**config.mk**
```make
export PLATFORM = sky130hd
export DESIGN_NAME = button_debouncer
export DESIGN_NICKNAME = d
export VERILOG_FILES = /design/src/rtl/button_debouncer.sv
export SDC_FILE = /design/constraint.sdc
export NUM_CORES = 1
export LEC_CHECK = 0
export BUFFER_PORTS_ARGS = -buffer_cell sky130_fd_sc_hd__buf_2
export CAP_MARGIN = 20
export CORE_MARGIN = 5
export CORE_UTILIZATION = 55
export DETAILED_ROUTE_END_ITERATION = 8
export PLACE_DENSITY = 0.71
export SYNTH_ARGS = -nofsm -noshare
export SYNTH_HDL_FRONTEND = slang
export SYNTH_SLANG_ARGS = --single-unit
export TNS_END_PERCENT = 20
```
**constraint.sdc**
```tcl
create_clock -name clk -period 2.91 [get_ports clk]
set_clock_uncertainty 0.05 [all_clocks]
set_input_delay 0.582 -clock clk [delete_from_list [all_inputs] [get_ports clk]]
set_output_delay 0.582 -clock clk [all_outputs]
set_load 0.02 [all_outputs]
```
**src/rtl/button_debouncer.sv**
```systemverilog
// button_debouncer
//   Turns one raw, bouncing push-button pad into a clean level for the
//   downstream single-pulse edge detector. It also raises a long-press flag
//   once the clean level has been high for HOLD_CYCLES clocks.
//
// Parameters
//   STABLE_CYCLES  consecutive synchronised samples needed to accept a change (>= 2)
//   HOLD_CYCLES    cycles after btn_clean rises before held asserts (>= 1)
//
// Ports
//   clk        in   system clock, rising edge
//   rst_n      in   asynchronous active-low reset
//   btn_raw    in   raw pad level (asynchronous, may bounce)
//   btn_clean  out  debounced level, registered
//   held       out  long-press flag, registered
//
// State table
//   state        | meaning
//   IDLE         | clean level low, waiting for sync2 to go high
//   PRESS_WAIT   | sync2 high, counting stable samples before accepting press
//   PRESSED      | clean level high, hold counter running
//   RELEASE_WAIT | sync2 low, counting stable samples before accepting release

module button_debouncer #(
  parameter int STABLE_CYCLES = 1_000_000,
  parameter int HOLD_CYCLES   = 100_000_000
) (
  input  logic clk,
  input  logic rst_n,
  input  logic btn_raw,
  output logic btn_clean,
  output logic held
);

  localparam int MAX_CYCLES = (STABLE_CYCLES > HOLD_CYCLES) ? STABLE_CYCLES : HOLD_CYCLES;
  localparam int CNT_W      = $clog2(MAX_CYCLES + 1);

  localparam logic [CNT_W-1:0] STABLE_LAST = CNT_W'(STABLE_CYCLES - 1);
  localparam logic [CNT_W-1:0] HOLD_MAX    = CNT_W'(HOLD_CYCLES);
  localparam logic [CNT_W-1:0] CNT_ONE     = CNT_W'(1);

  typedef enum logic [1:0] {
    IDLE         = 2'd0,
    PRESS_WAIT   = 2'd1,
    PRESSED      = 2'd2,
    RELEASE_WAIT = 2'd3
  } state_t;

  logic             sync1_q, sync1_d;
  logic             sync2_q, sync2_d;
  state_t           state_q, state_d;
  logic [CNT_W-1:0] cnt_q, cnt_d;
  logic [CNT_W-1:0] hold_cnt_q, hold_cnt_d;
  logic [CNT_W-1:0] hold_inc;
  logic             btn_clean_q, btn_clean_d;
  logic             held_q, held_d;

  always_comb begin
    sync1_d    = btn_raw;
    sync2_d    = sync1_q;
    state_d    = state_q;
    cnt_d      = cnt_q;
    hold_cnt_d = hold_cnt_q;

    // hold counter saturates rather than wrapping
    hold_inc = (hold_cnt_q == HOLD_MAX) ? hold_cnt_q : hold_cnt_q + CNT_ONE;

    case (state_q)
      IDLE: begin
        if (sync2_q) begin
          state_d = PRESS_WAIT;
          cnt_d   = '0;
        end
      end
      PRESS_WAIT: begin
        if (!sync2_q) begin
          state_d = IDLE;
        end else if (cnt_q == STABLE_LAST) begin
          state_d    = PRESSED;
          hold_cnt_d = '0;
        end else begin
          cnt_d = cnt_q + CNT_ONE;
        end
      end
      PRESSED: begin
        hold_cnt_d = hold_inc;
        if (!sync2_q) begin
          state_d = RELEASE_WAIT;
          cnt_d   = '0;
        end
      end
      RELEASE_WAIT: begin
        // a short release bounce must not delay the long-press flag,
        // so the hold counter keeps running here
        hold_cnt_d = hold_inc;
        if (sync2_q) begin
          state_d = PRESSED;
        end else if (cnt_q == STABLE_LAST) begin
          state_d    = IDLE;
          hold_cnt_d = '0;
        end else begin
          cnt_d = cnt_q + CNT_ONE;
        end
      end
      default: begin
        state_d    = IDLE;
        cnt_d      = '0;
        hold_cnt_d = '0;
      end
    endcase

    // outputs are decoded from the next state so they are registered
    // and change on the same edge as the state
    btn_clean_d = (state_d == PRESSED) || (state_d == RELEASE_WAIT);
    held_d      = btn_clean_d && (hold_cnt_d == HOLD_MAX);
  end

  always_ff @(posedge clk or negedge rst_n) begin
    if (!rst_n) begin
      sync1_q     <= 1'b0;
      sync2_q     <= 1'b0;
      state_q     <= IDLE;
      cnt_q       <= '0;
      hold_cnt_q  <= '0;
      btn_clean_q <= 1'b0;
      held_q      <= 1'b0;
    end else begin
      sync1_q     <= sync1_d;
      sync2_q     <= sync2_d;
      state_q     <= state_d;
      cnt_q       <= cnt_d;
      hold_cnt_q  <= hold_cnt_d;
      btn_clean_q <= btn_clean_d;
      held_q      <= held_d;
    end
  end

  assign btn_clean = btn_clean_q;
  assign held      = held_q;

endmodule

```
==> results of run 1 <==
[registers in the layout, indices dropped and copies added, names as in the netlist]
name and flops:
hold_cnt_q 27, cnt_q 27, btn_clean 1, held 1
sync2_q 1, sync1_q 1, state_q 2
[cell families (layout without fill, tap and decap cells)]
group	Yosys count	after routing	share of synthesized area, %
flops	60	60	44.2
simple gates	189	189	30.6
fa+ha+maj	3	3	1.10
buf+inv	27	49	3.57
mux	1	1	0.331
xor+xnor	28	28	7.21
compound gates	69	69	13.1
[worst reg2reg max path, delay by kind of cell (launching register included)]
| kind | cells | cell delay (ns) |
|---|---|---|
| AO/OA/AOI/OAI | 3 | 0.56 |
| AND/OR/NAND/NOR | 4 | 1.52 |
| buffers and inverters | 1 | 0.21 |
| flip-flops | 1 | 0.44 |
[layout make-up]
| class | count | area share, % |
|---|---|---|
| flip-flops and latches | 60 | 39.5 |
| multi-input cells | 290 | 47.3 |
| clock inverters | 4 | 1.25 |
| inverters | 12 | 1.18 |
| clock buffers | 12 | 4.08 |
| repair buffers | 21 | 4.21 |
| well taps | 75 | 2.47 |
[report_power, final]
group	switching [mW]	total, mW	internal (mW)	leakage [nW]
logic	0.0355	0.0523	0.0168	0.659
clock network	0.338	0.778	0.440	0.102
registers	0.00821	0.850	0.841	0.829
total	0.382	1.68	1.30	1.59
[worst max-delay path by stage]
stage               cells after the start      from   end
floorplan                               9  cnt_q[7]  held
global placement                        8  cnt_q[7]  held
detailed placement                      8  cnt_q[7]  held
CTS                                     8  cnt_q[7]  held
global route                            9  cnt_q[7]  held
finish                                  8  cnt_q[7]  held
[placed cells by master, fill, tap and decap left out, drive strengths merged, types with 5 or more instances in the layout]
cell type / n
clkbuf: 12
nor3: 11
dfrtp: 60
xor2: 16
nand4: 22
nand3: 23
inv: 12
or3: 10
a21o: 5
and4: 8
xnor2: 12
a21oi: 15
and3: 5
buf: 21
or4: 5
o21ai: 28
nand2: 32
nor4: 6
a31oi: 6
nor2: 47
[stage by stage]
step / total power [mW] / worst slack (ns) / cell area [µm²] / TNS, ns
6_report: 1.68 / 0.0723 / 3800 / 0
5_1_grt: 1.75 / -0.0441 / 3800 / -0.0441
4_1_cts: 1.69 / 0.0671 / 3770 / 0
3_5_place_dp: 0.918 / 0.0781 / 3570 / 0
3_3_place_gp: 0.917 / 0.0903 / 3570 / 0
2_1_floorplan: 0.886 / 0.294 / 3400 / 0
[cell usage after synthesis, drive strengths merged, types with 3 or more instances]
cell type / instances
dfrtp: 60
nor2: 47
nand2: 32
o21ai: 28
nand3: 23
nand4: 22
xor2: 16
a21oi: 15
inv: 12
xnor2: 12
clkbuf: 11
nor3: 11
or3: 10
and4: 8
a31oi: 6
nor4: 6
a21o: 5
and3: 5
or4: 5
buf: 4
a22o: 3
and2: 3
ha: 3
nand3b: 3
nand4bb: 3
[metal layers]
| metal | vias up | global-route usage [%] |
|---|---|---|
| li1 | 1410 | - |
| met3 | 21 | 5.40 |
| met2 | 93 | 34.8 |
| met4 | 0 | 12.2 |
| met1 | 1434 | 29.1 |
| met5 | - | 0 |
[repair_timing]
action / in CTS / in global routing
gates resized for setup: 0 / 4
setup buffers: 0 / 1
setup endpoints to repair: 0 / 5
==> out/metrics.yaml, run 1 <==
die:
  die_height_um: 88.6
  design.portCount: 5
  rows: 28
  design.core.area_um2: 5960
  die_area_um2: 7860
  start_util_pct: 57.1
  die_boundary_width_um: 88.6
route:
  drt-total-wl_um: 8070
  met2_wirelength_um: 3920
  initialDrtViolationCount: 218
  route.antenna.remaining_nets: 0
  detailed_routed_wire_length_on_met3_um: 387
  post-route-drc-count: 0
  route.top_layer_used: "met4"
  drt_first_pass_iters: 5
  met1Wirelength_um: 3530
  wire_per_inst_um: 17.0
  routed-via-count: 2958
  detail_route.vias_per_cell: 6.24
cts:
  cts.sink_count: 60
  clk_pin_slew_worst_paths_ns: 0.07
  cts-buffers-inserted: 9
  cts_tree: "yes"
  worstSkewPairLatency_ns: 0.34
  cts.path.max_buffers: 2
  ctsHoldBuffers: 0
  clk_root_buffer_cell: "sky130_fd_sc_hd__clkbuf_8"
  htreeDepth: 3
setup_path:
  reg2reg_setup_slack_ns: 0.07
  startpoint_type: "register"
  rr_endpoint: "held"
  timing.critical_path.fanout_max: 10
  setup.worst_path.end_class: "register"
  reg2reg_depth: 8
  worst-endpoint-required_ns: 3.13
  worstReg2RegStart: "cnt_q[7]"
  critical-path-top-delay-family: "simple AND/OR/NAND/NOR gates"
  cell_with_the_largest_stage_delay_on_the_worst_path: "sky130_fd_sc_hd__or4_4"
  timing.setup.critical_path_class: "register to register"
  count_of_buffering_cells_on_the_critical_path_with_inverters_included: 1
  crit_path_cell_trace: "or4b_4, or4_4, o21ai_4, buf_4, a31oi_1, o22a_1, nand4bb_1, nor3_2"
  timing.critical_path.arrival_ns: 3.06
  worst_path_largest_cell_delay_ns: 0.57
finish:
  multiInputGateArea_um2: 1800
  finalNonFillerCells: 474
  fillers: 501
  postLayoutCoreUtil_pct: 63.8
  syn_to_final_growth_pct: 11.8
  seq_area_um2: 1500
  nNetsFinal: 400
  antennaDiodeCount: 0
  final_layout_size_suffix_gt1_share_pct: 13.8
global_route:
  grt_pass1_vias: 2742
  antenna_violations_before_repair: 0
  overflow: 0
  grt_pass1_wl_um: 13400
  largest_net_degree_at_the_start_of_global_routing: 33
  gr_util_all_layers_pct: 22.5
logic_synthesis:
  mean_syn_cell_area_um2: 9.02
  yosysTopAreaCellShare_pct: 44.2
  synthesis.instances: 377
  synth.lib_cells_used.distinct: 55
  syn_nets: 383
  synth.yosys.seq_area_share_pct: 44.2
  synth.ff_latch_count: 60
  yosysTopAreaCell: "sky130_fd_sc_hd__dfrtp_1"
  synth-warning-count: 0
  synth_edf_count: 0
  synth_top_flop_cell: "sky130_fd_sc_hd__dfrtp_1"
  syn-cell-area_um2: 3400
  synth.top_cells.by_area: "sky130_fd_sc_hd__dfrtp_1, sky130_fd_sc_hd__nor2_1, sky130_fd_sc_hd__xor2_1, sky130_fd_sc_hd__nand4_1, sky130_fd_sc_hd__nand2_1"
  fraction_of_registers_with_async_set_or_reset_after_synthesis_pct: 100
timing:
  setup_viol: 0
  min_period_over_period_pct: 97.5
  finalHoldWorstSlack_ns: 0.235
  period_minus_ws_final_ns: 2.84
  fmax_mhz: 352
  worst-slew-pin-transition_ns: 0.705
  maxSlewViolCount: 0
  timing.final.hold_violations: 0
  setup_repair_after_global_routing_missed_its_margin: "yes"
  max-slew-margin-rel_pct: 53.0
placed_design:
  gp_routability_congestion: 0.920
  place.port_buffers: 4
  instance_count_after_placement_with_tap_cells_included: 457
  dp_hpwl_um: 5720
pwr:
  power_per_cell_area_nw_per_um2: 442
  vdd_drop_max_uv: 393
  leakage_power_nw: 1.59
worst_hold_path:
  hold_path_class: "primary input to asynchronous set/reset pin"
status:
  outcome: "complete, no violations"
run:
  drv.max_cap_violation_count: 0
(Power assumes the default switching activity.)
==> inputs of run 2 (changes only) <==
- BUFFER_PORTS_ARGS: -buffer_cell sky130_fd_sc_hd__buf_2 -> not set
- CTS_BUF_LIST: not set -> sky130_fd_sc_hd__clkbuf_4 sky130_fd_sc_hd__clkbuf_8 sky130_fd_sc_hd__clkbuf_16
- DONT_BUFFER_PORTS: not set -> 1
- PLACE_DENSITY: 0.71 -> 0.7
==> out/metrics.yaml, run 2 (synthesis results as in run 1) <==
status:
  outcome: "complete, no violations"  # unchanged
finish:
  highest_count_cells_in_the_layout_ignoring_fill_and_taps: "sky130_fd_sc_hd__dfrtp_1, sky130_fd_sc_hd__nor2_1, sky130_fd_sc_hd__nand2_1, sky130_fd_sc_hd__nand3_1"  # was sky130_fd_sc_hd__dfrtp_1, sky130_fd_sc_hd__nor2_1, sky130_fd_sc_hd__nand2_1
  antennaDiodeCount: 0  # unchanged
  final_cell_area_um2: 3800  # about the same
  multiInputGateArea_um2: 1790  # was 1800 µm²
  syn_to_final_growth_pct: 11.7  # was 11.8%
  most_common_cell_after_layout_fill_and_taps_aside: "sky130_fd_sc_hd__dfrtp_1"  # unchanged
  fillers: 482  # was 501
  seq_area_um2: 1500  # unchanged
  final_layout_size_suffix_gt1_share_pct: 12.0  # was 13.8%
  nNetsFinal: 393  # was 400
  reg_top3: "cnt_q (27), hold_cnt_q (27), state_q (2)"  # unchanged
global_route:
  grt_pass1_wl_um: 13800  # was 13,400 µm
  gr_util_all_layers_pct: 22.6  # was 22.5%
  largest_net_degree_at_the_start_of_global_routing: 61  # was 33
  overflow: 0  # unchanged
  grt_pass1_vias: 2785  # was 2,742
  antenna_violations_before_repair: 0  # unchanged
setup_path:
  rr_endpoint: "held"  # unchanged
  timing.setup.critical_path_class: "register to register"  # unchanged
  reg2reg_depth: 8  # unchanged
  reg2reg_setup_slack_ns: 0.05  # was 0.07 ns
  worstReg2RegStart: "cnt_q[7]"  # unchanged
  setup.worst_path.end_class: "register"  # unchanged
  timing.critical_path.arrival_ns: 3.07  # was 3.06 ns
  worst-endpoint-required_ns: 3.12  # was 3.13 ns
  timing.critical_path.fanout_max: 12  # was 10
  startpoint_type: "register"  # unchanged
route:
  drt-total-wl_um: 8240  # was 8070 µm
  post-route-drc-count: 0  # unchanged
  initialDrtViolationCount: 202  # was 218
  wire_per_inst_um: 17.6  # was 17.0 µm
  route.antenna.remaining_nets: 0  # unchanged
  routed-via-count: 2924  # was 2,958
  drt_first_pass_iters: 5  # unchanged
  detail_route.vias_per_cell: 6.26  # was 6.24
die:
  rows: 28  # unchanged
  design.core.area_um2: 5960  # unchanged
  start_util_pct: 57.1  # unchanged
  die_boundary_width_um: 88.6  # unchanged
  die_area_um2: 7860  # unchanged
  die_height_um: 88.6  # unchanged
  design.portCount: 5  # unchanged
timing:
  period_minus_ws_final_ns: 2.86  # was 2.84 ns
  fmax_mhz: 350  # was 352 MHz
  post-route-worst-setup-slack_ns: 0.0548  # was 0.0723 ns
  max-slew-margin-rel_pct: 58.7  # was 53.0%
  timing.final.hold_violations: 0  # unchanged
  setup_viol: 0  # unchanged
  worst-slew-pin-transition_ns: 0.617  # was 0.705 ns
  min_period_over_period_pct: 98.1  # was 97.5%
  setup_repair_after_global_routing_missed_its_margin: "yes"  # unchanged
  maxSlewViolCount: 0  # unchanged
cts:
  cts_tree: "yes"  # unchanged
  post-cts-setup-buffer-count: 0  # unchanged
  cts.sink_count: 60  # unchanged
  cts.path.max_buffers: 2  # unchanged
  htreeDepth: 3  # unchanged
  worstSkewPairLatency_ns: 0.34  # about the same
  cts-buffers-inserted: 9  # unchanged
  clk_pin_slew_worst_paths_ns: 0.08  # was 0.07 ns
  clk_root_buffer_cell: "sky130_fd_sc_hd__clkbuf_8"  # unchanged
pwr:
  power_per_cell_area_nw_per_um2: 483  # was 442 nW/µm²
  vdd_drop_max_uv: 422  # was 393 µV
  leakage_power_nw: 1.58  # was 1.59 nW
  total_power_mw: 1.84  # was 1.68 mW
run:
  drv.max_cap_violation_count: 0  # unchanged
placed_design:
  dp_hpwl_um: 5720  # about the same
  area_after_detailed_placement_um2: 3520  # was 3570 µm²
  place.port_buffers: 0  # was 4
  gp_routability_congestion: 0.913  # was 0.920
  dp_worst_setup_slack_ns: 0.0976  # was 0.0781 ns
worst_hold_path:
  hold_path_class: "primary input to asynchronous set/reset pin"  # unchanged
-- run 2: cell count changes in the layout (fill, tap and decap cells not counted), sizes merged --
cell,before,now
buf,21,14
clkinv,2,0
bufinv,1,3
-- run 2: layer usage --
| metal | part of all wire (%) | vias up | global-route usage (%) |
|---|---|---|---|
| met2 | 49 | 116 | 37.2 |
| met1 | 43 | 1389 | 29.4 |
| met5 | 0 | - | 0 |
| met3 | 5.3 | 25 | 4.38 |
| met4 | 2.3 | 0 | 8.65 |
| li1 | - | 1394 | - |
-- run 2: stage by stage --
| step | cells | util, % | hold WS [ns] | setup TNS, ns |
|---|---|---|---|---|
| after floorplan | 377 | - | 0.236 | 0 |
| after global placement | 450 | 59.0 | 0.239 | 0 |
| after detailed placement | 450 | 59.0 | 0.239 | 0 |
| after CTS | 467 | 63.6 | 0.0661 | 0 |
| after global routing | 467 | 63.8 | 0.0688 | -0.0317 |
| final | 467 | 63.8 | 0.0486 | 0 |
-- run 2: report_power, final --
group          leakage [nW]  total, mW  internal [mW]  switching [mW]
registers             0.829      0.851          0.841         0.00928
logic                 0.630     0.0476         0.0147          0.0330
clock network         0.121      0.938          0.599           0.340
total                  1.58       1.84           1.45           0.382
-- run 2: layout make-up --
class | count | share of cell area (%)
repair buffers | 14 | 3.29
multi-input cells | 290 | 47.1
flip-flops and latches | 60 | 39.5
inverters | 12 | 1.19
clock inverters | 4 | 2.57
well taps | 75 | 2.47
clock buffers | 12 | 3.85
-- run 2: repair_timing --
action | in CTS | in global routing
gates resized for setup | 0 | 2
setup endpoints to repair | 0 | 2
hold endpoints to repair | 60 | 0
hold buffers | 1 | 0
-- run 2: how the worst max path moves through the flow --
stage | from | end | slack (ns)
floorplan | cnt_q[7] | held | 0.29
global placement | cnt_q[7] | held | 0.13
detailed placement | cnt_q[7] | held | 0.1
CTS | cnt_q[7] | held | 0.09
global route | cnt_q[7] | held | -0.03
finish | cnt_q[7] | held | 0.05
-- run 2: worst max-delay path, stage by stage (launching register included) --
cell                        delay (ns)
sky130_fd_sc_hd__dfrtp_1          0.42
sky130_fd_sc_hd__or4b_4           0.56
sky130_fd_sc_hd__or4_4            0.57
sky130_fd_sc_hd__o21ai_4          0.34
sky130_fd_sc_hd__buf_4            0.21
sky130_fd_sc_hd__a31oi_1          0.05
sky130_fd_sc_hd__o22a_1           0.18
sky130_fd_sc_hd__nand4bb_1        0.23
sky130_fd_sc_hd__nor3_2           0.18
==> inputs of run 3 (changes only) <==
- PLACE_DENSITY: 0.7 -> 0.73
- SETUP_SLACK_MARGIN: not set -> 0.4
- clock period: 2.91 -> 2.5 ns (I/O delays scaled with it)
==> out/metrics.yaml, run 3 (synthesis results as in run 1) <==
placed_design:
  instance_count_after_placement_with_tap_cells_included: 511  # was 450
  dp_hpwl_um: 6340  # was 5720 µm
  dp_worst_setup_slack_ns: -0.407  # was 0.0976 ns
  area_after_detailed_placement_um2: 3980  # was 3520 µm²
  gp_routability_congestion: 0.877  # was 0.913
  place.port_buffers: 0  # unchanged
cts:
  clk_pin_slew_worst_paths_ns: 0.08  # about the same
  htreeDepth: 3  # unchanged
  clk_root_buffer_cell: "sky130_fd_sc_hd__clkbuf_8"  # unchanged
  cts.path.max_buffers: 2  # unchanged
  cts.sink_count: 60  # unchanged
  cts_tree: "yes"  # unchanged
  cts-buffers-inserted: 9  # unchanged
  worstSkewPairLatency_ns: 0.35  # was 0.34 ns
timing:
  worst-slew-pin-transition_ns: 0.638  # was 0.617 ns
  setup_repair_after_global_routing_missed_its_margin: "yes"  # unchanged
  maxSlewViolCount: 0  # unchanged
  timing.final.hold_violations: 0  # unchanged
  setup_viol: 9  # was 0
  period_minus_ws_final_ns: 2.79  # was 2.86 ns
  post-route-worst-setup-slack_ns: -0.290  # was 0.0548 ns
  max-slew-margin-rel_pct: 57.1  # was 58.7%
  min_period_over_period_pct: 112  # was 98.1%
  fmax_mhz: 358  # was 350 MHz
  fin_tns_setup_ns: -0.663  # was 0 ns
  finalHoldWorstSlack_ns: 0.136  # was 0.0486 ns
route:
  initialDrtViolationCount: 239  # was 202
  post-route-drc-count: 0  # unchanged
  wire_per_inst_um: 17.5  # was 17.6 µm
  route.antenna.remaining_nets: 0  # unchanged
  detail_route.vias_per_cell: 6.02  # was 6.26
  drt-total-wl_um: 9390  # was 8240 µm
  routed-via-count: 3239  # was 2,924
  drt_first_pass_iters: 5  # unchanged
global_route:
  grt_pass1_vias: 3332  # was 2,785
  overflow: 0  # unchanged
  largest_net_degree_at_the_start_of_global_routing: 61  # unchanged
  grt_pass1_wl_um: 15600  # was 13,800 µm
  antenna_violations_before_repair: 0  # unchanged
  gr_util_all_layers_pct: 25.8  # was 22.6%
setup_path:
  critical-path-top-delay-family: "simple AND/OR/NAND/NOR gates"  # unchanged
  cell_with_the_largest_stage_delay_on_the_worst_path: "sky130_fd_sc_hd__or4b_4"  # was sky130_fd_sc_hd__or4_4
  setup.worst_path.end_class: "register"  # unchanged
  worst_path_largest_cell_delay_ns: 0.57  # about the same
  count_of_buffering_cells_on_the_critical_path_with_inverters_included: 0  # was 1
  startpoint_type: "register"  # unchanged
  timing.critical_path.arrival_ns: 3.02  # was 3.07 ns
  worst-endpoint-required_ns: 2.73  # was 3.12 ns
  crit_path_cell_trace: "or4b_4, or4_4, o211ai_1, o21ai_1, o21bai_4, nor4bb_4, nand4bb_1, nor3_2"  # was or4b_4, or4_4, o21ai_4, buf_4, a31oi_1, o22a_1, nand4bb_1, nor3_2
  timing.setup.critical_path_class: "register to register"  # unchanged
  timing.critical_path.fanout_max: 3  # was 12
finish:
  antennaDiodeCount: 0  # unchanged
  finalNonFillerCells: 538  # was 467
  syn_to_final_growth_pct: 33.1  # was 11.7%
  final_cell_area_um2: 4530  # was 3800 µm²
  nNetsFinal: 464  # was 393
  most_common_cell_after_layout_fill_and_taps_aside: "sky130_fd_sc_hd__buf_4"  # was sky130_fd_sc_hd__dfrtp_1
  reg_top3: "cnt_q (27), hold_cnt_q (27), state_q (2)"  # unchanged
  postLayoutCoreUtil_pct: 76.0  # was 63.8%
  highest_count_cells_in_the_layout_ignoring_fill_and_taps: "sky130_fd_sc_hd__buf_4, sky130_fd_sc_hd__dfrtp_1, sky130_fd_sc_hd__nor2_1, sky130_fd_sc_hd__nand2_1, sky130_fd_sc_hd__nand4_1"  # was sky130_fd_sc_hd__dfrtp_1, sky130_fd_sc_hd__nor2_1, sky130_fd_sc_hd__nand2_1, sky130_fd_sc_hd__nand3_1
  final_layout_size_suffix_gt1_share_pct: 30.9  # was 12.0%
die:
  start_util_pct: 57.1  # unchanged
  die_area_um2: 7860  # unchanged
  design.portCount: 5  # unchanged
  die_boundary_width_um: 88.6  # unchanged
  design.core.area_um2: 5960  # unchanged
  rows: 28  # unchanged
  die_height_um: 88.6  # unchanged
pwr:
  share_of_power_burned_in_registers_pct: 46.8  # was 46.3%
  power_switching_share_pct: 21.6  # was 20.8%
  pwr-share-clk_pct: 49.3  # was 51.1%
  vdd_drop_max_uv: 467  # was 422 µV
  total_power_mw: 2.11  # was 1.84 mW
  power_per_cell_area_nw_per_um2: 465  # was 483 nW/µm²
  power.net_switching_mw: 0.454  # was 0.382 mW
  leakage_power_nw: 2.00  # was 1.58 nW
  p_comb_share_pct: 3.9  # was 2.6%
  power.internal_mw: 1.65  # was 1.45 mW
status:
  violated_checks: "setup timing"
  outcome: "finished with violations"  # was complete, no violations
worst_hold_path:
  hold_path_class: "primary input to register"  # was primary input to asynchronous set/reset pin
run:
  drv.max_cap_violation_count: 0  # unchanged
-- run 3: power by group through the flow --
stage / clock network (mW) / registers, mW / logic (mW)
5_1_grt: 1.10 / 0.985 / 0.0946
3_3_place_gp: 0 / 1.00 / 0.0522
2_1_floorplan: 0 / 1.01 / 0.0254
6_report: 1.04 / 0.985 / 0.0827
3_5_place_dp: 0 / 1.00 / 0.0546
4_1_cts: 1.05 / 0.985 / 0.0822
-- run 3: area by class of cell --
| type | count | area, µm² |
|---|---|---|
| clock inverters | 4 | 70.1 |
| flip-flops and latches | 60 | 1500 |
| clock buffers | 12 | 165 |
| multi-input cells | 290 | 1950 |
| inverters | 12 | 45.0 |
| well taps | 75 | 93.8 |
| fillers | 414 | 1430 |
| repair buffers | 85 | 702 |
-- run 3: worst reg2reg max path: cells and delay by family, from the launching register on --
kind             cells  cell delay [ns]
AND/OR/NAND/NOR      5             1.82
AO/OA/AOI/OAI        3             0.47
flip-flops           1             0.39
-- run 3: layer usage --
metal	vias up	track usage (%)	wire length, µm
met2	118	43.1	4700
met5	-	0	0
met1	1543	30.8	3860
met4	0	15.8	437
li1	1542	-	-
met3	36	4.47	395
-- run 3: final timing paths --
path                       startpoint             end  slack [ns]  cells after the start
max                         cnt_q[12]            held       -0.29                      8
min                           btn_raw         sync1_q        0.14                      0
max reg2reg                 cnt_q[12]            held       -0.29                      8
min reg2reg                   sync1_q         sync2_q        0.30                      0
max in group asynchronous       rst_n       cnt_q[18]        1.50                      2
min in group asynchronous       rst_n  hold_cnt_q[14]        0.64                      2
-- run 3: repair_timing --
| item | CTS | global route |
|---|---|---|
| endpoints found under the setup margin | 52 | 57 |
| buffers inserted | 7 | 2 |
| cloned | 0 | 0 |
| hold endpoints to repair | 60 | 0 |
| resized for setup | 41 | 18 |
| hold buffers | 2 | 0 |
| pin swaps | 22 | 22 |
